**src/rtl/stfq_rank_compute.sv**
```systemverilog
// Start-Time Fair Queueing rank stage: tags each accepted packet with a start-time
// priority from a per-flow finish table and a global virtual time, then offers it to the PIFO.
module stfq_rank_compute #(
  parameter int NUM_FLOWS    = 16,
  parameter int MAX_PRIORITY = 256,
  parameter int DATA_WIDTH   = 8,
  parameter int LEN_WIDTH    = 8,
  localparam int FLOW_WIDTH  = $clog2(NUM_FLOWS),
  localparam int PRIO_WIDTH  = $clog2(MAX_PRIORITY)
) (
  input  logic                  clk,
  input  logic                  reset,
  input  logic                  i__pkt_valid,
  input  logic [FLOW_WIDTH-1:0] i__pkt_flow,
  input  logic [LEN_WIDTH-1:0]  i__pkt_len,
  input  logic [DATA_WIDTH-1:0] i__pkt_data,
  output logic                  o__pkt_ready,
  output logic                  o__enq_valid,
  output logic [PRIO_WIDTH-1:0] o__enq_priority,
  output logic [DATA_WIDTH-1:0] o__enq_data,
  input  logic                  i__enq_ready,
  input  logic                  i__deq_valid,
  input  logic [PRIO_WIDTH-1:0] i__deq_priority,
  input  logic                  i__clear_all
);

  localparam int SUM_W = ((LEN_WIDTH > PRIO_WIDTH) ? LEN_WIDTH : PRIO_WIDTH) + 1;
  localparam logic [PRIO_WIDTH-1:0] PRIO_MAX = PRIO_WIDTH'(MAX_PRIORITY - 1);

  logic [PRIO_WIDTH-1:0] finish_q [NUM_FLOWS];
  logic [NUM_FLOWS-1:0]  seen_q;
  logic [PRIO_WIDTH-1:0] vtime_q;

  logic                  accept;
  logic [PRIO_WIDTH-1:0] finish_rd;
  logic [PRIO_WIDTH-1:0] start;
  logic [SUM_W-1:0]      finish_sum;
  logic [PRIO_WIDTH-1:0] finish_new;

  assign o__pkt_ready = ~reset & (~o__enq_valid | i__enq_ready);
  assign accept       = i__pkt_valid & o__pkt_ready;

  // A flow that has fallen behind virtual time restarts at vtime; the sum is
  // saturated rather than wrapped so tags never go backwards.
  always_comb begin
    finish_rd  = finish_q[i__pkt_flow];
    start      = (seen_q[i__pkt_flow] && (finish_rd > vtime_q)) ? finish_rd : vtime_q;
    finish_sum = SUM_W'(start) + SUM_W'(i__pkt_len);
    finish_new = (finish_sum > SUM_W'(MAX_PRIORITY - 1)) ? PRIO_MAX
                                                        : finish_sum[PRIO_WIDTH-1:0];
  end

  // Finish contents are only meaningful behind a seen bit, so they need no reset.
  always_ff @(posedge clk) begin
    if (accept && !i__clear_all) begin
      finish_q[i__pkt_flow] <= finish_new;
    end
  end

  always_ff @(posedge clk) begin
    if (reset) begin
      o__enq_valid    <= 1'b0;
      o__enq_priority <= '0;
      o__enq_data     <= '0;
      vtime_q         <= '0;
      seen_q          <= '0;
    end else if (i__clear_all) begin
      o__enq_valid <= 1'b0;
      vtime_q      <= '0;
      seen_q       <= '0;
    end else begin
      if (accept) begin
        o__enq_valid             <= 1'b1;
        o__enq_priority          <= start;
        o__enq_data              <= i__pkt_data;
        seen_q[i__pkt_flow]      <= 1'b1;
      end else if (o__enq_valid && i__enq_ready) begin
        o__enq_valid <= 1'b0;
      end
      // Same-cycle accepts above already used the pre-update vtime.
      if (i__deq_valid && (i__deq_priority > vtime_q)) begin
        vtime_q <= i__deq_priority;
      end
    end
  end

endmodule

```
**config.mk**
```make
export PLATFORM = sky130hd
export DESIGN_NAME = stfq_rank_compute
export DESIGN_NICKNAME = d
export VERILOG_FILES = /design/src/rtl/stfq_rank_compute.sv
export SDC_FILE = /design/constraint.sdc
export NUM_CORES = 1
export LEC_CHECK = 0
export BUFFER_PORTS_ARGS = -buffer_cell sky130_fd_sc_hd__buf_2
export CORE_MARGIN = 4
export CORE_UTILIZATION = 54
export CTS_CLUSTER_SIZE = 16
export DETAILED_ROUTE_END_ITERATION = 16
export PLACE_DENSITY = 0.71
export SLEW_MARGIN = 20
export SYNTH_ARGS = -nofsm -noshare
export SYNTH_HDL_FRONTEND = slang
export SYNTH_SLANG_ARGS = --single-unit
```
**constraint.sdc**
```tcl
create_clock -name clk -period 5.33 [get_ports clk]
set_input_delay 1.066 -clock clk [delete_from_list [all_inputs] [get_ports clk]]
set_output_delay 1.066 -clock clk [all_outputs]
set_load 0.005 [all_outputs]
```
Word-level counts from Yosys, hierarchy flattened
Memory sizes are Yosys's and may differ from the RTL's.
Cells that the tools add are included.
{"block": "word_totals", "n_memories": 1, "regBits": 41, "word_cells": 38, "ramBits": 128}
{"block": "op_classes", "n_bitwise": 7, "n_reduce_logical": 9, "n_mux": 10, "addsub": 1, "magnitude_cmp": 5}
{"name": "finish_q", "words": 16, "word_bits": 8, "read_ports": 1, "rd_ports_with_merged_regs": 0, "wr": 1, "line": "30", "rtl": "logic [PRIO_WIDTH-1:0] finish_q [NUM_FLOWS];"}
{"cell": "$gt A8 B8 Y1", "n": 2}
{"cell": "$mux W8", "n": 2}
{"cell": "$or A16 B16 Y16", "n": 1}
{"cell": "$add A8 B8 Y9", "n": 1}
{"cell": "$gt A9 B8 Y1 const B", "n": 1}
{"cell": "$mux W1", "n": 6}
{"cell": "$logic_and A1 B1 Y1", "n": 5}
{"cell": "$lt A4 B5 Y1 const B", "n": 1}
{"cell": "$bmux W1 S4", "n": 1}
{"cell": "$demux W1 S4", "n": 1}
{"cell": "$ge A4 B1 Y1 const B", "n": 1}
{"cell": "$not A1 Y1", "n": 3}
{"cell": "$and A1 B1 Y1", "n": 2}
{"cell": "$reduce_and A2 Y1", "n": 1}
{"cell": "$reduce_bool A2 Y1", "n": 1}
{"cell": "$reduce_or A2 Y1", "n": 1}
{"cell": "$logic_not A1 Y1", "n": 1}
{"cell": "$or A1 B1 Y1", "n": 1}

Longest topological paths before layout
{"block": "logic_depth", "ltp_word": 7, "ltp_mapped": 21, "depth_no_buf": 18}

Worst setup path after synthesis
OpenSTA, ideal clock, no wires.
{"block": "synth_timing", "path_type": "input port to flip-flop", "startpoint": "input i__pkt_flow[0]", "endpoint": "memory finish_q[0][7] in the netlist's numbering, data pin", "path_slack_ns": -0.466, "setup_time_ns": 0.341, "path_buffers": 3, "required_ns": 4.989, "cell_stages": 19, "arrival_ns": 5.456, "cell_sequence": "buf_6 buf_12 buf_2 mux4_2 a22oi_1 nand2_1 ha_1 and4_1 a311oi_2 o21ai_2 o31ai_1 ha_1 inv_1 fa_1 o21ai_0 a21o_1 a21o_1 nor3b_1 o31ai_1"}
{"block": "synth_between", "elab_chain_len": 7}
{"element": "from (decl)", "line": "14", "rtl": "input logic [FLOW_WIDTH-1:0] i__pkt_flow,"}
{"element": "$mem_v2 Z16 W8 or $bmux W1 S4 (tied branches)"}
{"element": "$gt A8 B8 Y1 or $mux W1 (tied branches)", "line": "47", "rtl": "start = (seen_q[i__pkt_flow] && (finish_rd > vtime_q)) ? finish_rd : vtime_q;"}
{"element": "$logic_and A1 B1 Y1", "line": "47"}
{"element": "$mux W8 (*)", "line": "47"}
{"element": "via start[0]", "line": "36", "rtl": "logic [PRIO_WIDTH-1:0] start;"}
{"element": "$add A8 B8 Y9 (*)", "line": "48", "rtl": "finish_sum = SUM_W'(start) + SUM_W'(i__pkt_len);"}
{"element": "$gt A9 B8 Y1", "line": "49", "rtl": "finish_new = (finish_sum > SUM_W'(MAX_PRIORITY - 1)) ? PRIO_MAX"}
{"element": "$mux W8 (*)", "line": "49"}
{"element": "via finish_new[7]", "line": "38", "rtl": "logic [PRIO_WIDTH-1:0] finish_new;"}
{"element": "to (decl)", "line": "30"}
The timed path passes the listed nets; every way through them passes the cells marked *. The select of a mux whose other input is x is not followed.

Final worst setup path
{"block": "layout_timing", "startpoint": "input i__pkt_flow[0]", "endpoint": "memory finish_q[6][4] in the netlist's numbering, data pin"}
The elaborated chain is that of the path after synthesis.

==> summary.md <==
| Metric | Value |
|---|---|
| Register Area | 4664 sq um |
| Slew Limit Headroom | 34.79% |
| Critical Path Start | i__pkt_flow[0] |
| Nets | 698 |
| Vias in the first global route | 4826 |
| CTS tree | done |
| Setup ws final | 0.1943 ns |
| Adder-cell area share of the yosys netlist | 4.464% |
| GRT Total Usage | 22.13% |
| Worst-margin pin slew | 0.9761 ns |
| Clock Power Share | 39.3% |
| Fin. max-slew vios | 0 |
| CTS HTree Levels | 4 |
| Vias per cell | 5.803 |
| Synth Cell Area | 7456 sq um |
| Post-synth EDFFs | 128 |
| Initial antenna violation count | 0 |
| Footprint of the multi-input gates | 2684 sq um |
| Worst r2r src | finish_q[9][6] |
| IO Count | 52 |
| Simple-Gate Fraction of Synth Area | 8.458% |
| Post-Route Utilization | 68.04% |
| Hold path startpoint | o__enq_data[6] |
| GRT Residual Overflow | 0 |
| # Max-Cap Violations | 0 |
| Clock Tree Root | clkbuf_16 |
| Post-synthesis sequential element count | 169 |
| Seq/Total Area, Yosys | 62.56% |
| Max Buffers Root-to-Sink | 2 |
| Final Hold Viols | 0 |
| Layout cells sized above 1 | 30.77% |
| Power Total | 3.152 mW |
| Pwr/cell area | 345.7 nW/um^2 |
| Row Count | 42 |
| # port buffers | 51 |
| Initial Util | 55.64% |
| WP data arrival | 5.30 ns |
| Fmax | 194.7 MHz |
| Max FO, Critical Path | 16 |
| Most used DFF post-synth | edfxtp_1 |
| Metal3 WL | 920 um |
| Largest family of logic cells by synthesized area | multiplexers |
| Syn_nets | 578 |
| M1 WL | 7225 um |
| Core area | 13400 sq um |
| Worst-path clk slew | 0.06 ns |
| Detailed placement HPWL | 11900 um |
| Maximum VDD drop | 0.2495 mV |
| Synth unique cells | 48 |
| Clk sinks | 169 |
| Post-DR wirelength/cell | 20.26 um |
| Post-Route WL | 16740 um |
| Critical path type | primary input to register |
| Post-synthesis mux area share | 12.80% |
| Die width | 125.5 um |
| Top layer used by detailed routing | met4 |
| Syn Area/Cell | 14.39 sq um |
| Vias | 4793 |
| Die Ht | 125.5 um |
| Final Cycle Share | 96.35% |
| Final antenna-violating net count | 0 |
| Drt first pass iters | 5 |
| Area Overhead vs Synth | 22.29% |
| Critical Path RT | 5.50 ns |
| Hold-fix buffers, CTS | 0 |
| CTS Buf Count | 17 |
| Internal Pwr Total | 2.407 mW |
| Worst skew pair latency | 0.43 ns |
| DP Worst Slack | -0.5421 ns |
| Final setup vio count | 0 |
| Startpoint Class | primary input |
| First-pass GRT wire length | 26760 um |
| Synth Warn # | 0 |
| Sw frac | 23.62% |
| Gpl congestion | 0.9064 |
| # diodes | 0 |
| Gate power share | 13.1% |
| Hold Path Class | register to register |
| Die area | 15750 sq um |
| Setup Skew | 0.008898 ns |
| Setup_tns | 0 ns |
| Number of remaining DRC errors | 0 |
| Synth Area in XOR/XNOR | 0.4699% |
| Sequential Power Share | 47.7% |
| Routed wl met2 | 8276 um |
| Outcome | completed |
| Pleak | 3.439 nW |
| Compound-cell area share of the yosys netlist | 8.525% |
| Filler cell count | 931 |
| Psw | 0.7445 mW |
| Post-synthesis cell count | 518 |
| Clock period minus worst slack | 5.136 ns |
| Ys async rst share | 0% |
| Largest net degree at the start of global routing | 25 |
| Initial detailed-routing violation count | 461 |
| Critical Path Sink Type | register |
cell type report:
class / instances / share of cell area, %
inverters: 13 / 0.5352
flip-flops and latches: 169 / 51.16
clock inverters: 14 / 1.894
repair buffers: 127 / 9.894
clock buffers: 17 / 4.666
multi-input cells: 310 / 29.44
well taps: 176 / 2.415
Yosys cell counts (all sizes together), types with 6 or more instances:
| library cell | count | area [sq um] |
|---|---|---|
| o21a | 6 | 46.30 |
| edfxtp | 128 | 3844 |
| a31oi | 8 | 50.05 |
| buf | 11 | 97.59 |
| nor3 | 18 | 95.09 |
| nand2b | 6 | 37.54 |
| nand3 | 9 | 45.04 |
| mux4 | 36 | 874.6 |
| dfxtp | 41 | 820.8 |
| nor2b | 6 | 37.54 |
| ha | 25 | 312.8 |
| a22oi | 14 | 105.1 |
| o21ai | 23 | 122.6 |
| a21oi | 25 | 125.1 |
| nand2 | 57 | 214.0 |
| nor2 | 31 | 116.4 |
| a21o | 6 | 45.04 |
| mux2i | 8 | 80.08 |
| clkbuf | 15 | 56.30 |
| inv | 13 | 48.80 |
metrics by stage:
| stage | std cells | area [sq um] | hold WS (ns) |
|---|---|---|---|
| 2_1_floorplan | 518 | 7480 | 0.4287 |
| 3_3_place_gp | 794 | 8414 | 0.4389 |
| 3_5_place_dp | 794 | 8414 | 0.4445 |
| 4_1_cts | 826 | 9057 | 0.4531 |
| 5_1_grt | 826 | 9117 | 0.4705 |
| 6_report | 826 | 9117 | 0.4543 |
per-layer routing:
layer | vias to the layer above | global-route usage (%)
met5 | - | 0
met2 | 150 | 35.87
met3 | 26 | 4.648
met4 | 0 | 6.888
li1 | 2249 | -
met1 | 2368 | 30.34
flip-flops by register name, indices dropped and copies added, names as in the netlist:
signal / flops
o__enq_valid: 1
finish_q: 128
seen_q: 16
vtime_q: 8
o__enq_data: 8
o__enq_priority: 8
power groups by stage:
stage | Combinational [mW] | Sequential, mW | Clock, mW
final | 0.411 | 1.50 | 1.24
after global routing | 0.450 | 1.50 | 1.32
after CTS | 0.400 | 1.50 | 1.25
after detailed placement | 0.383 | 1.53 | 0
after global placement | 0.370 | 1.53 | 0
after floorplan | 0.214 | 1.53 | 0
path summary, 6_finish.rpt:
kind	end	slack, ns	depth (start not counted)
worst max register to register	finish_q[6][4]	0.76	18
worst min-delay path	o__enq_data[6]	0.45	2
worst max-delay path	finish_q[6][4]	0.19	21
worst min register to register	o__enq_data[6]	0.45	2
layout by cell type, fill, tap and decap left out, types with 2 or more instances in the layout:
master      count
edfxtp_1      128
buf_4          69
nand2_1        56
buf_2          50
dfxtp_1        41
nor2_1         31
ha_1           25
a21oi_1        24
mux4_2         19
mux4_1         17
nor3_1         17
clkbuf_16      17
inv_1          13
a22oi_1        12
o21ai_0        11
nand3_1         8
mux2i_1         8
a31oi_1         7
nand2b_1        6
a21o_1          6
o21ai_1         6
nor2b_1         5
o21ai_2         5
o21a_1          5
buf_12          5
and2_1          3
and3_1          3
xnor2_1         3
clkinv_4        3
bufinv_16       3
buf_6           3
a211oi_2        2
a22oi_2         2
or3_1           2
nand4_1         2
clkinvlp_4      2
clkinv_1        2
inv_6           2
repair_timing:
action | 4_1_cts | 5_1_grt
gates resized for setup | 4 | 19
pin swaps | 1 | 2
setup endpoints to repair | 128 | 128
endpoints found under the hold margin | 0 | 0
buffers inserted | 1 | 0
cells by family (layout without fill, tap and decap cells):
| group | Yosys count | in the layout |
|---|---|---|
| AOI/OAI and AO/OA | 96 | 96 |
| xor gates and xnor gates | 4 | 4 |
| adders and majority gates | 26 | 26 |
| buffers and inverters | 39 | 171 |
| DFF | 169 | 169 |
| muxes | 44 | 44 |
| and+or+nand+nor | 140 | 140 |
worst max-delay path, stage by stage:
cell,delay (ns)
buf_4,0.17
buf_12,0.16
buf_4,0.12
mux4_1,0.54
a22oi_1,0.21
nand2_1,0.15
ha_1,0.30
and3_1,0.20
a311oi_2,0.30
o21ai_2,0.14
o21ai_2,0.18
nand2_2,0.09
ha_1,0.32
a21oi_1,0.19
o21ai_2,0.09
a21o_1,0.18
a21o_1,0.19
buf_4,0.15
a31oi_4,0.24
nand2_1,0.13
buf_6,0.17
No activity file was read; power rests on OpenSTA's default activity.
